File: src/rtl/sap1_pkg.sv
// Shared SAP-1 control definitions: opcodes, control-word bit positions,
// one-hot T-state codes and the fixed fetch words.
package sap1_pkg;

    localparam logic [3:0] OP_LDA = 4'h0;
    localparam logic [3:0] OP_ADD = 4'h1;
    localparam logic [3:0] OP_SUB = 4'h2;
    localparam logic [3:0] OP_OUT = 4'hE;
    localparam logic [3:0] OP_HLT = 4'hF;

    // Control word {Cp,Ep,Lm_n,CE_n,Li_n,Ei_n,La_n,Ea,Su,Eu,Lb_n,Lo_n}
    localparam logic [3:0] CB_CP   = 4'd11;
    localparam logic [3:0] CB_EP   = 4'd10;
    localparam logic [3:0] CB_LM_N = 4'd9;
    localparam logic [3:0] CB_CE_N = 4'd8;
    localparam logic [3:0] CB_LI_N = 4'd7;
    localparam logic [3:0] CB_EI_N = 4'd6;
    localparam logic [3:0] CB_LA_N = 4'd5;
    localparam logic [3:0] CB_EA   = 4'd4;
    localparam logic [3:0] CB_SU   = 4'd3;
    localparam logic [3:0] CB_EU   = 4'd2;
    localparam logic [3:0] CB_LB_N = 4'd1;
    localparam logic [3:0] CB_LO_N = 4'd0;

    localparam int CTRL_W = 12;

    localparam logic [CTRL_W-1:0] CTRL_NOP = 12'h3E3;
    localparam logic [CTRL_W-1:0] CTRL_T1  = 12'h5E3;
    localparam logic [CTRL_W-1:0] CTRL_T2  = 12'hBE3;
    localparam logic [CTRL_W-1:0] CTRL_T3  = 12'h263;

    localparam logic [5:0] T1_OH = 6'b000001;
    localparam logic [5:0] T2_OH = 6'b000010;
    localparam logic [5:0] T3_OH = 6'b000100;
    localparam logic [5:0] T4_OH = 6'b001000;
    localparam logic [5:0] T5_OH = 6'b010000;
    localparam logic [5:0] T6_OH = 6'b100000;

    // Drive one control bit to its active level; NOP holds every bit inactive,
    // so the active level is simply the inverse of the NOP bit.
    function automatic logic [CTRL_W-1:0] ctrl_on(input logic [CTRL_W-1:0] w,
                                                  input logic [3:0] b);
        ctrl_on    = w;
        ctrl_on[b] = ~CTRL_NOP[b];
    endfunction

    function automatic logic op_defined(input logic [3:0] op);
        op_defined = (op == OP_LDA) || (op == OP_ADD) || (op == OP_SUB) ||
                     (op == OP_OUT) || (op == OP_HLT);
    endfunction

endpackage

File: src/rtl/ring_counter.sv
// Six-state one-hot T-state ring, advancing on the falling edge of clk.
// Illegal codes fall back to T1; hold freezes the ring, restart forces T1.
module ring_counter (
    input  logic       clk,
    input  logic       reset,
    input  logic       hold,
    input  logic       restart,
    output logic [5:0] ring
);

    logic [5:0] ring_q;
    logic [5:0] ring_d;
    logic       onehot;

    always_comb begin
        onehot = (ring_q != 6'd0) && ((ring_q & (ring_q - 6'd1)) == 6'd0);
        ring_d = ring_q;
        if (!onehot || restart) begin
            ring_d = 6'b000001;
        end else if (!hold) begin
            ring_d = {ring_q[4:0], ring_q[5]};
        end
        if (onehot && hold) begin
            ring_d = ring_q;
        end
    end

    always_ff @(negedge clk or posedge reset) begin
        if (reset) begin
            ring_q <= 6'b000001;
        end else begin
            ring_q <= ring_d;
        end
    end

    assign ring = ring_q;

endmodule

File: src/rtl/controller_sequencer.sv
// SAP-1 control unit: T-state ring plus combinational decode of the
// 12-bit control word from the ring state and IR opcode nibble.
module controller_sequencer
    import sap1_pkg::*;
#(
    parameter bit SHORT_CYCLE = 1'b0
) (
    input  logic              clk,
    input  logic              reset,
    input  logic [3:0]        opcode,
    output logic [CTRL_W-1:0] ctrl,
    output logic [5:0]        t_state,
    output logic              halt
);

    logic              halt_q;
    logic              halt_d;
    logic              ring_hold;
    logic              ring_restart;
    logic [5:0]        ring;
    logic [CTRL_W-1:0] ctrl_dec;
    logic [CTRL_W-1:0] w_mar_ir;

    ring_counter u_ring (
        .clk     (clk),
        .reset   (reset),
        .hold    (ring_hold),
        .restart (ring_restart),
        .ring    (ring)
    );

    // Halt is latched on the edge that ends T4 and the ring is held on that
    // same edge so it freezes at T4.
    always_comb begin
        halt_d = halt_q;
        if ((ring == T4_OH) && (opcode == OP_HLT)) begin
            halt_d = 1'b1;
        end
        ring_hold    = halt_d;
        ring_restart = 1'b0;
        if (SHORT_CYCLE) begin
            ring_restart = ((ring == T5_OH) && (opcode == OP_LDA)) ||
                           ((ring == T4_OH) && (opcode == OP_OUT)) ||
                           ((ring == T3_OH) && !op_defined(opcode));
        end
    end

    always_ff @(negedge clk or posedge reset) begin
        if (reset) begin
            halt_q <= 1'b0;
        end else begin
            halt_q <= halt_d;
        end
    end

    always_comb begin
        w_mar_ir = ctrl_on(ctrl_on(CTRL_NOP, CB_EI_N), CB_LM_N);
        ctrl_dec = CTRL_NOP;
        case (ring)
            T1_OH: ctrl_dec = CTRL_T1;
            T2_OH: ctrl_dec = CTRL_T2;
            T3_OH: ctrl_dec = CTRL_T3;
            T4_OH: begin
                case (opcode)
                    OP_LDA, OP_ADD, OP_SUB: ctrl_dec = w_mar_ir;
                    OP_OUT: ctrl_dec = ctrl_on(ctrl_on(CTRL_NOP, CB_EA), CB_LO_N);
                    default: ctrl_dec = CTRL_NOP;
                endcase
            end
            T5_OH: begin
                case (opcode)
                    OP_LDA: ctrl_dec = ctrl_on(ctrl_on(CTRL_NOP, CB_CE_N), CB_LA_N);
                    OP_ADD: ctrl_dec = ctrl_on(ctrl_on(CTRL_NOP, CB_CE_N), CB_LB_N);
                    OP_SUB: ctrl_dec = ctrl_on(ctrl_on(ctrl_on(CTRL_NOP, CB_CE_N),
                                                       CB_LB_N), CB_SU);
                    default: ctrl_dec = CTRL_NOP;
                endcase
            end
            T6_OH: begin
                case (opcode)
                    OP_ADD: ctrl_dec = ctrl_on(ctrl_on(CTRL_NOP, CB_EU), CB_LA_N);
                    OP_SUB: ctrl_dec = ctrl_on(ctrl_on(ctrl_on(CTRL_NOP, CB_EU),
                                                       CB_LA_N), CB_SU);
                    default: ctrl_dec = CTRL_NOP;
                endcase
            end
            default: ctrl_dec = CTRL_NOP;
        endcase
        if (halt_q) begin
            ctrl_dec = CTRL_NOP;
        end
    end

    // Cp/Ep/Eu etc. must never pulse while reset is held, so NOP overrides decode.
    assign ctrl    = reset ? CTRL_NOP : ctrl_dec;
    assign t_state = ring;
    assign halt    = halt_q;

endmodule

File: config.mk
export PLATFORM = sky130hd
export DESIGN_NAME = controller_sequencer
export DESIGN_NICKNAME = d
export VERILOG_FILES = /design/src/rtl/sap1_pkg.sv /design/src/rtl/ring_counter.sv /design/src/rtl/controller_sequencer.sv
export SDC_FILE = /design/constraint.sdc
export NUM_CORES = 1
export LEC_CHECK = 0
export BUFFER_PORTS_ARGS = -buffer_cell sky130_fd_sc_hd__buf_2
export CAP_MARGIN = 20
export CORE_AREA = 8 8 58 60
export CTS_BUF_LIST = sky130_fd_sc_hd__clkbuf_2
export DETAILED_ROUTE_END_ITERATION = 10
export DIE_AREA = 0 0 66 68
export PLACE_DENSITY_LB_ADDON = 0.2
export SYNTH_ARGS = -nofsm -noshare
export SYNTH_HDL_FRONTEND = slang
export SYNTH_SLANG_ARGS = --single-unit
File: constraint.sdc
create_clock -name clk -period 3 [get_ports clk]
set_clock_uncertainty 0.15 [all_clocks]
set_input_delay 0.15 -clock clk [delete_from_list [all_inputs] [get_ports clk]]
set_output_delay 0.15 -clock clk [all_outputs]
set_load 0.01 [all_outputs]
# Word-level counts from Yosys, hierarchy flattened
# Index checks and enable logic that the tools add are counted.
[word_totals]
regBits = 7
wordCells = 33
[op_classes]
reduce_logical = 8
eq_ne = 11
mux = 9
n_addsub = 1
n_bitwise = 2
[ops]
columns = ["op", "count"]
rows = [
  ["one-hot mux 12 bit (6 select lines)", 1],
  ["one-hot mux 9 bit (3 select lines)", 1],
  ["2-to-1 mux 12 bit", 2],
  ["one-hot mux 10 bit (2 select lines)", 1],
  ["2-to-1 mux 6 bit", 2],
  ["one-hot mux 6 bit (2 select lines)", 1],
  ["== test 4 bit, second input constant", 2],
  ["AND 6 bit", 1],
  ["== test 6 x 1 -> 1 bit, second input constant", 1],
  ["== test 6 x 2 -> 1 bit, second input constant", 1],
  ["== test 6 x 3 -> 1 bit, second input constant", 1],
  ["== test 6 x 4 -> 1 bit, second input constant", 1],
  ["== test 6 x 5 -> 1 bit, second input constant", 1],
  ["== test 6 bit, second input constant", 1],
  ["zero test 6 bit", 1],
  ["nonzero test 6 bit", 1],
  ["subtractor 6 x 1 -> 6 bit, second input constant", 1],
  ["== test 4 x 1 -> 1 bit, second input constant", 1],
  ["== test 4 x 2 -> 1 bit, second input constant", 1],
  ["zero test 4 bit", 1],
  ["logical AND 1 bit", 3],
  ["OR reduction 3 bit", 1],
  ["inequality test 2 bit, second input constant", 1],
  ["AND reduction 2 bit", 1],
  ["2 further kinds", 2],
]

# Depth between registers and ports, before layout
# Gate-level depths: netlist of the first run.
[logic_depth]
ltp_word = 7
depth_mapped = 5
mapped_depth_nobuf = 4

# By module
# From an unflattened synthesis of the first run, not the netlist that was laid out.
[unflattened]
cells_unflattened = 87
hier_area_um2 = 713.2
[modules_own_cells]
columns = ["module", "cells_each", "area_each_um2", "instances"]
rows = [
  ["ring_counter", 44, 422.9, 1],
  ["controller_sequencer", 43, 290.3, 1],
]

==> results of run 1 <==
==> layout make-up <==
class / instances / area share [%]
clock inverters: 2 / 0.582
well taps: 31 / 3.01
inverters: 4 / 1.16
multi-input cells: 71 / 48.7
flip-flops and latches: 7 / 13.7
clock buffers: 3 / 1.16
repair buffers: 56 / 31.7
==> per-layer routing <==
layer / GRT usage (%) / routed length (um)
met5: 0 / 0
met4: 4.80 / 27
met3: 1.64 / 126
met2: 19.2 / 1250
met1: 11.3 / 981
==> metrics by stage <==
stage	util (%)	setup TNS [ps]
2_1_floorplan	-	-1030
3_3_place_gp	42.0	-2340
3_5_place_dp	42.0	-2600
4_1_cts	46.9	-5360
5_1_grt	50.2	-6260
6_report	50.2	-5280
==> logic make-up after synthesis <==
family / count (synthesis) / share of synthesized area [%]
simple gates: 50 / 42.5
compound gates: 15 / 14.8
buf+inv: 12 / 9.01
flops: 7 / 25.4
mux: 4 / 5.77
xor+xnor: 2 / 2.52
==> worst max-delay path: cells and delay by family (launching register included) <==
family | cells | cell delay [ps]
flip-flops | 1 | 610
AND/OR/NAND/NOR | 1 | 330
buffers and inverters | 4 | 530
==> power breakdown <==
group,leakage (nW),switching (W),internal (W)
combinational,0.482,0.000435,0.000455
clock,0.0231,0.0000371,0.0000307
sequential,0.0922,0.0000466,0.000136
==> path summary, 6_finish.rpt <==
| kind | end | cells past startpoint |
|---|---|---|
| worst max-delay path | ctrl[10] | 5 |
| worst min-delay path | ctrl[2] | 3 |
| worst max register to register | u_ring.ring[0] | 7 |
| worst min register to register | u_ring.ring[2] | 3 |
| max in group asynchronous | u_ring.ring[0] | 2 |
| min in group asynchronous | u_ring.ring[2] | 2 |
==> what timing repair did <==
item	CTS	global route
gates cloned	0	0
hold endpoints to repair	0	0
gates resized for setup	15	8
pin swaps	7	7
setup endpoints to repair	12	13
setup buffers	6	6
==> sequential cells by signal, indices dropped and copies added, names as in the netlist <==
name,flops
halt,1
u_ring.ring,6
==> placed cells by master, fill, tap and decap left out, types with 2 or more instances in the layout <==
cell | netlist | routed
nor2b_4 | 0 | 2
nor4b_4 | 1 | 2
dfrtn_1 | 6 | 6
buf_2 | 2 | 18
xor2_2 | 0 | 2
a21oi_1 | 3 | 3
clkbuf_2 | 0 | 3
mux2i_1 | 4 | 4
a211o_1 | 2 | 2
nand2_1 | 7 | 7
nand4_1 | 3 | 3
nor2_2 | 0 | 3
nor3_2 | 0 | 2
buf_6 | 2 | 9
nor2_1 | 9 | 6
nand3_2 | 0 | 2
nor4_4 | 0 | 2
nor2b_1 | 9 | 7
inv_1 | 5 | 5
buf_4 | 0 | 29
o21ai_0 | 6 | 4
nand2b_1 | 2 | 2
==> flow_metrics.env, run 1 <==
export IMPL_detail_route_wl_per_cell_um=13.7
export IMPL_crit_chain="buf_4 > buf_4 > inv_1 > nor4b_4 > buf_2"
export IMPL_drv_cap=0
export IMPL_critPathCaptureType="output pin"
export IMPL_grt_pass1_wl_mm=3.69
export IMPL_finalInstanceArea_um2=1290
export IMPL_pwr_density_cell_nw_per_um2=885
export IMPL_place_congestion=0.760
export IMPL_initialDrtViolationCount=26
export IMPL_finalSetupViolCount=13
export IMPL_slew_violations=0
export IMPL_syn_avg_cell_area_um2=7.72
export IMPL_numCtsBuffers=3
export IMPL_ys_async_sr_fraction_pct=100
export IMPL_rows=19
export IMPL_setup_ws_ps=-540
export IMPL_yosys_top_cells_count="nor2_1, nor2b_1, nand2_1"
export IMPL_regToRegSetupSlack_ps=990
export IMPL_regToRegStartpoint="u_ring.ring[4]"
export IMPL_path_class="flip-flop to output pin"
export IMPL_rsz0062_at_grt="yes"
export IMPL_synth_edf_count=0
export IMPL_whs_ps=473
export IMPL_mappedNetlistArea_um2=694
export IMPL_root_buffer="clkbuf_2"
export IMPL_ios=25
export IMPL_synth_seq_cells=7
export IMPL_required_ps=2700
export IMPL_antenna_found_initial=0
export IMPL_fp_dieW_um=66
export IMPL_ys_warn_count=0
export IMPL_numPortBuffers=24
export IMPL_ys_seq_area_share_pct=25.4
export IMPL_drive_above_1_share_pct=58.7
export IMPL_cts_tree="done"
export IMPL_violations="negative setup slack"
export IMPL_relSlewSlack_pct=69.3
export IMPL_cts_path_max_buffers=2
export IMPL_nets=150
export IMPL_ff_latch_area_um2=176
export IMPL_area_growth_pct=85.8
export IMPL_core_area_um2=2570
export IMPL_worst_pin_slew_ps=455
export IMPL_p_leak_nw=0.598
export IMPL_hold_start="reset"
export IMPL_syn_num_nets=96
export IMPL_htreeDepth=1
export IMPL_hold_viol=0
export IMPL_synth_area_leaders="dfrtn_1, nor2b_1, mux2i_1, nor2_1, o21ai_0"
export IMPL_power_w=0.00114
export IMPL_cp_max_fo=5
export IMPL_overflow=0
export IMPL_ys_types=32
export IMPL_n_antenna_cell=0
export IMPL_clock_latency_ps=260
export IMPL_fill_cells=262
export IMPL_dpl_hpwl_mm=1.83
export IMPL_synthCells=90
export IMPL_track_usage_pct=10.4
export IMPL_dp_cells=161
export IMPL_synth_main_ff_cell="dfrtn_1"
export IMPL_ant_nets=0
export IMPL_multiInputGateArea_um2=628
export IMPL_viasPerCell=4.82
export IMPL_holdBufCountCts=0
export IMPL_cpMostUsedCell="buf_4"
export IMPL_cp_slowest_cell="dfstp_2"
export IMPL_status="finished with violations"
export IMPL_remaining_drc_errors=0
export IMPL_firstDrtPassIters=4
export IMPL_dp_slack_ps=-343
export IMPL_grt_pass1_vias=851
export IMPL_dpl_instance_area_um2=1080
export IMPL_synth_largest_area_cell="dfrtn_1"
export IMPL_hp_class="input pin to output pin"
export IMPL_cts_num_sinks=7
export IMPL_cp_arrival_ps=3240
export IMPL_path_clk_slew_ps=30
export IMPL_critPathLaunchType="flip-flop"
export IMPL_routed_via_count=838
export IMPL_crit_path_max_incr_delay_ps=610
export IMPL_finalWirelength_mm=2.38
export IMPL_netlist_area_leader_share_pct=21.6
export IMPL_cp_startpoint="u_ring.ring[0]"
export IMPL_die_height_um=68
export IMPL_grt_max_degree=12
export IMPL_peakVddDrop_mv=0.619
export IMPL_dieArea_um2=4490
export IMPL_stdcell_count=174
export IMPL_start_util_pct=27.0
(Power assumes the default switching activity.)
==> inputs of run 2 (changes only) <==
- ABC_CLOCK_PERIOD_IN_PS: not set -> 3000
- PLACE_DENSITY: not set -> 0.55
- PLACE_DENSITY_LB_ADDON: 0.2 -> not set
==> flow_metrics.env, run 2 (same netlist as run 1, synthesis figures left out) <==
export IMPL_htreeDepth=1
export IMPL_path_clk_slew_ps=30
export IMPL_n_antenna_cell=0
export IMPL_detail_route_wl_per_cell_um=13.4
export IMPL_cts_tree="done"
export IMPL_hold_viol=0
export IMPL_slew_violations=0
export IMPL_cp_arrival_ps=3190
export IMPL_grt_max_degree=12
export IMPL_path_buf_inv=2
export IMPL_numCtsBuffers=3
export IMPL_finalInstanceArea_um2=1260
export IMPL_core_area_um2=2570
export IMPL_cp_startpoint="u_ring.ring[0]"
export IMPL_root_buffer="clkbuf_2"
export IMPL_finalSetupViolCount=13
export IMPL_firstDrtPassIters=4
export IMPL_nets=148
export IMPL_die_height_um=68
export IMPL_crit_path_max_incr_delay_ps=590
export IMPL_status="finished with violations"
export IMPL_hold_depth=3
export IMPL_cp_slowest_cell="dfstp_2"
export IMPL_regToRegStartpoint="u_ring.ring[0]"
export IMPL_dp_slack_ps=-281
export IMPL_critPathLaunchType="flip-flop"
export IMPL_numPortBuffers=24
export IMPL_area_growth_pct=81.3
export IMPL_hold_start="reset"
export IMPL_pwr_density_cell_nw_per_um2=882
export IMPL_worst_pin_slew_ps=474
export IMPL_critPathCaptureType="output pin"
export IMPL_overflow=0
export IMPL_cts_path_max_buffers=2
export IMPL_relSlewSlack_pct=68.1
export IMPL_drive_above_1_share_pct=58.2
export IMPL_viasPerCell=4.94
export IMPL_finalWirelength_mm=2.31
export IMPL_ios=25
export IMPL_start_util_pct=27.0
export IMPL_crit_cells=6
export IMPL_drv_cap=0
export IMPL_peakVddDrop_mv=0.585
export IMPL_fill_cells=264
export IMPL_path_delay_family="flip-flops"
export IMPL_r2r_cells=6
export IMPL_final_common_cell="buf_4"
export IMPL_dpl_hpwl_mm=1.81
export IMPL_cp_max_fo=5
export IMPL_clock_latency_ps=260
export IMPL_remaining_drc_errors=0
export IMPL_rsz0062_at_grt="yes"
export IMPL_hp_class="input pin to output pin"
export IMPL_dpl_instance_area_um2=1070
export IMPL_holdBufCountCts=0
export IMPL_track_usage_pct=10.7
export IMPL_finalSetupTns_ps=-4880
export IMPL_path_class="flip-flop to output pin"
export IMPL_final_cell_mix="buf_4, buf_2, buf_6"
export IMPL_rows=19
export IMPL_cts_num_sinks=7
export IMPL_grt_pass1_vias=849
export IMPL_p_leak_nw=0.587
export IMPL_required_ps=2700
export IMPL_grt_pass1_wl_mm=3.82
export IMPL_largest_reg_flops=6
export IMPL_setup_ws_ps=-490
export IMPL_power_w=0.00111
export IMPL_place_congestion=0.953
export IMPL_ant_nets=0
export IMPL_crit_chain="nor4b_4 > buf_4 > a221oi_2 > o21ai_2 > o311ai_4 > buf_2"
export IMPL_antenna_found_initial=0
export IMPL_fp_dieW_um=66
export IMPL_violations="negative setup slack"
export IMPL_routed_via_count=849
export IMPL_whs_ps=474
export IMPL_dieArea_um2=4490
export IMPL_initialDrtViolationCount=64
run 2: worst paths after layout:
path                                  end  slack (ps)
hold / removal                    ctrl[2]         470
max in group asynchronous  u_ring.ring[0]        1230
min in group asynchronous  u_ring.ring[3]        1140
setup / recovery                  ctrl[1]        -490
setup reg to reg           u_ring.ring[0]        1180
hold reg to reg            u_ring.ring[2]         510
run 2: repair_timing:
action	in CTS	in global routing
pin swaps	3	0
setup buffers	8	2
gates resized for setup	18	7
setup endpoints to repair	12	14
run 2: final cells by class:
cell class / instances / area [um^2] / share of cell area (%)
well taps: 31 / 38.8 / 3.08
flip-flops and latches: 7 / 176 / 14.0
repair buffers: 54 / 408 / 32.4
multi-input cells: 71 / 598 / 47.5
clock buffers: 3 / 15.0 / 1.19
clock inverters: 2 / 7.51 / 0.596
inverters: 4 / 15.0 / 1.19
run 2: worst reg2reg max path: cells and delay by family (launching register included):
family,cells,cell delay (ps)
AOI/OAI and AO/OA,3,580
and+or+nand+nor,1,290
DFF,1,390
buffers and inverters,2,330
run 2: stage by stage:
stage	utilization (%)	std cells
6_report	49.0	172
5_1_grt	49.0	172
4_1_cts	47.7	172
3_5_place_dp	41.7	160
3_3_place_gp	41.7	160
2_1_floorplan	-	90
run 2: metal layers:
metal	vias up	track usage [%]	part of all wire [%]	wire length (um)
li1	422	-	-	-
met1	400	12.9	42	967
met2	25	18.4	50	1170
met3	2	2.13	7.3	168
met4	0	4.00	0.43	10
met5	-	0	0	0
run 2: where the power goes:
group	internal, W	total [W]	switching (W)
Combinational	0.000442	0.000868	0.000426
Clock	0.0000306	0.0000641	0.0000335
Sequential	0.000136	0.000178	0.0000422
==> inputs of run 3 (changes only) <==
- CAP_MARGIN: 20 -> 30
- SETUP_SLACK_MARGIN: not set -> 0.05
==> flow_metrics.env, run 3 (same netlist as run 1, synthesis figures left out) <==
export IMPL_final_common_cell="buf_4"
export IMPL_finalWirelength_mm=2.26
export IMPL_path_class="flip-flop to output pin"
export IMPL_rsz0062_at_grt="yes"
export IMPL_peakVddDrop_mv=0.549
export IMPL_firstDrtPassIters=4
export IMPL_die_height_um=68
export IMPL_place_congestion=0.821
export IMPL_cts_path_max_buffers=2
export IMPL_pwr_density_cell_nw_per_um2=885
export IMPL_numPortBuffers=24
export IMPL_final_cell_mix="buf_4, buf_2, nor2b_1"
export IMPL_initialDrtViolationCount=30
export IMPL_htreeDepth=1
export IMPL_ios=25
export IMPL_cp_arrival_ps=3230
export IMPL_critPathCaptureType="output pin"
export IMPL_violations="negative setup slack"
export IMPL_fp_dieW_um=66
export IMPL_slew_violations=0
export IMPL_root_buffer="clkbuf_2"
export IMPL_grt_pass1_wl_mm=3.88
export IMPL_track_usage_pct=10.9
export IMPL_dpl_instance_area_um2=1100
export IMPL_dp_slack_ps=-286
export IMPL_ant_nets=0
export IMPL_critPathLaunchType="flip-flop"
export IMPL_finalInstanceArea_um2=1230
export IMPL_cp_max_fo=6
export IMPL_cts_tree="done"
export IMPL_grt_max_degree=10
export IMPL_worst_pin_slew_ps=423
export IMPL_hp_class="flip-flop to flip-flop"
export IMPL_antenna_found_initial=0
export IMPL_cp_slowest_cell="dfstp_2"
export IMPL_remaining_drc_errors=0
export IMPL_dpl_hpwl_mm=1.82
export IMPL_area_growth_pct=77.3
export IMPL_regToRegSetupSlack_ps=990
export IMPL_hold_viol=0
export IMPL_detail_route_wl_per_cell_um=13.0
export IMPL_status="finished with violations"
export IMPL_viasPerCell=4.74
export IMPL_drive_above_1_share_pct=59.2
export IMPL_drv_cap=0
export IMPL_crit_chain="nor4b_4 > buf_4 > a221oi_2 > o31a_1 > nor2_2 > buf_2"
export IMPL_rows=19
export IMPL_crit_path_max_incr_delay_ps=400
export IMPL_largest_reg_flops=6
export IMPL_overflow=0
export IMPL_relSlewSlack_pct=71.5
export IMPL_p_leak_nw=0.575
export IMPL_numCtsBuffers=3
export IMPL_start_util_pct=27.0
export IMPL_core_area_um2=2570
export IMPL_finalSetupViolCount=13
export IMPL_required_ps=2700
export IMPL_dieArea_um2=4490
export IMPL_routed_via_count=820
export IMPL_nets=149
export IMPL_clock_latency_ps=280
export IMPL_finalSetupTns_ps=-5680
export IMPL_grt_pass1_vias=860
export IMPL_path_clk_slew_ps=50
export IMPL_cts_num_sinks=7
export IMPL_n_antenna_cell=0
export IMPL_setup_ws_ps=-531
export IMPL_holdBufCountCts=0
## run 3: metrics by stage
step | instances | hold WS [ps] | utilization (%) | total power (W)
floorplan | 90 | 179 | - | 0.000666
detailed placement | 164 | 462 | 42.8 | 0.000939
global route | 173 | 512 | 48.0 | 0.00120
finish | 173 | 483 | 48.0 | 0.00109
global placement | 164 | 460 | 42.8 | 0.000935
CTS | 170 | 472 | 46.0 | 0.00107
## run 3: cell type report
cell class / count / area [um^2]
flip-flops and latches: 7 / 176
well taps: 31 / 38.8
repair buffers: 55 / 382
inverters: 4 / 15.0
fillers: 253 / 1340
multi-input cells: 71 / 596
clock buffers: 4 / 20.0
clock inverters: 1 / 3.75
## run 3: worst paths after layout
check / start / endpoint / cells after the start
min in group asynchronous: reset / halt / 2
worst min register to register: halt / halt / 2
max in group asynchronous: reset / u_ring.ring[0] / 2
worst max register to register: u_ring.ring[0] / u_ring.ring[0] / 7
worst min-delay path: halt / halt / 2
worst max-delay path: u_ring.ring[0] / ctrl[11] / 6
## run 3: repair_timing
item                       in CTS  in global routing
pin swaps                       4                  0
setup endpoints to repair      14                 14
buffers inserted                3                  3
gates resized for setup        11                  5
## run 3: worst max-delay path: cells and delay by family (launching register included)
family | cells | cell delay [ps]
buffers and inverters | 2 | 290
flip-flops | 1 | 400
AND/OR/NAND/NOR | 2 | 380
AO/OA/AOI/OAI | 2 | 370
## run 3: layer usage
layer	vias to the layer above	global-route usage, %	share of wire (%)
li1	424	-	-
met1	374	13.2	45
met2	20	18.6	48
met3	2	2.62	5.2
met4	0	3.47	0.75
met5	-	0	0
## run 3: power by group
group	internal, W	leakage [nW]	switching, W
clock network	0.0000372	0.0219	0.0000397
logic	0.000426	0.461	0.000401
registers	0.000136	0.0922	0.0000491
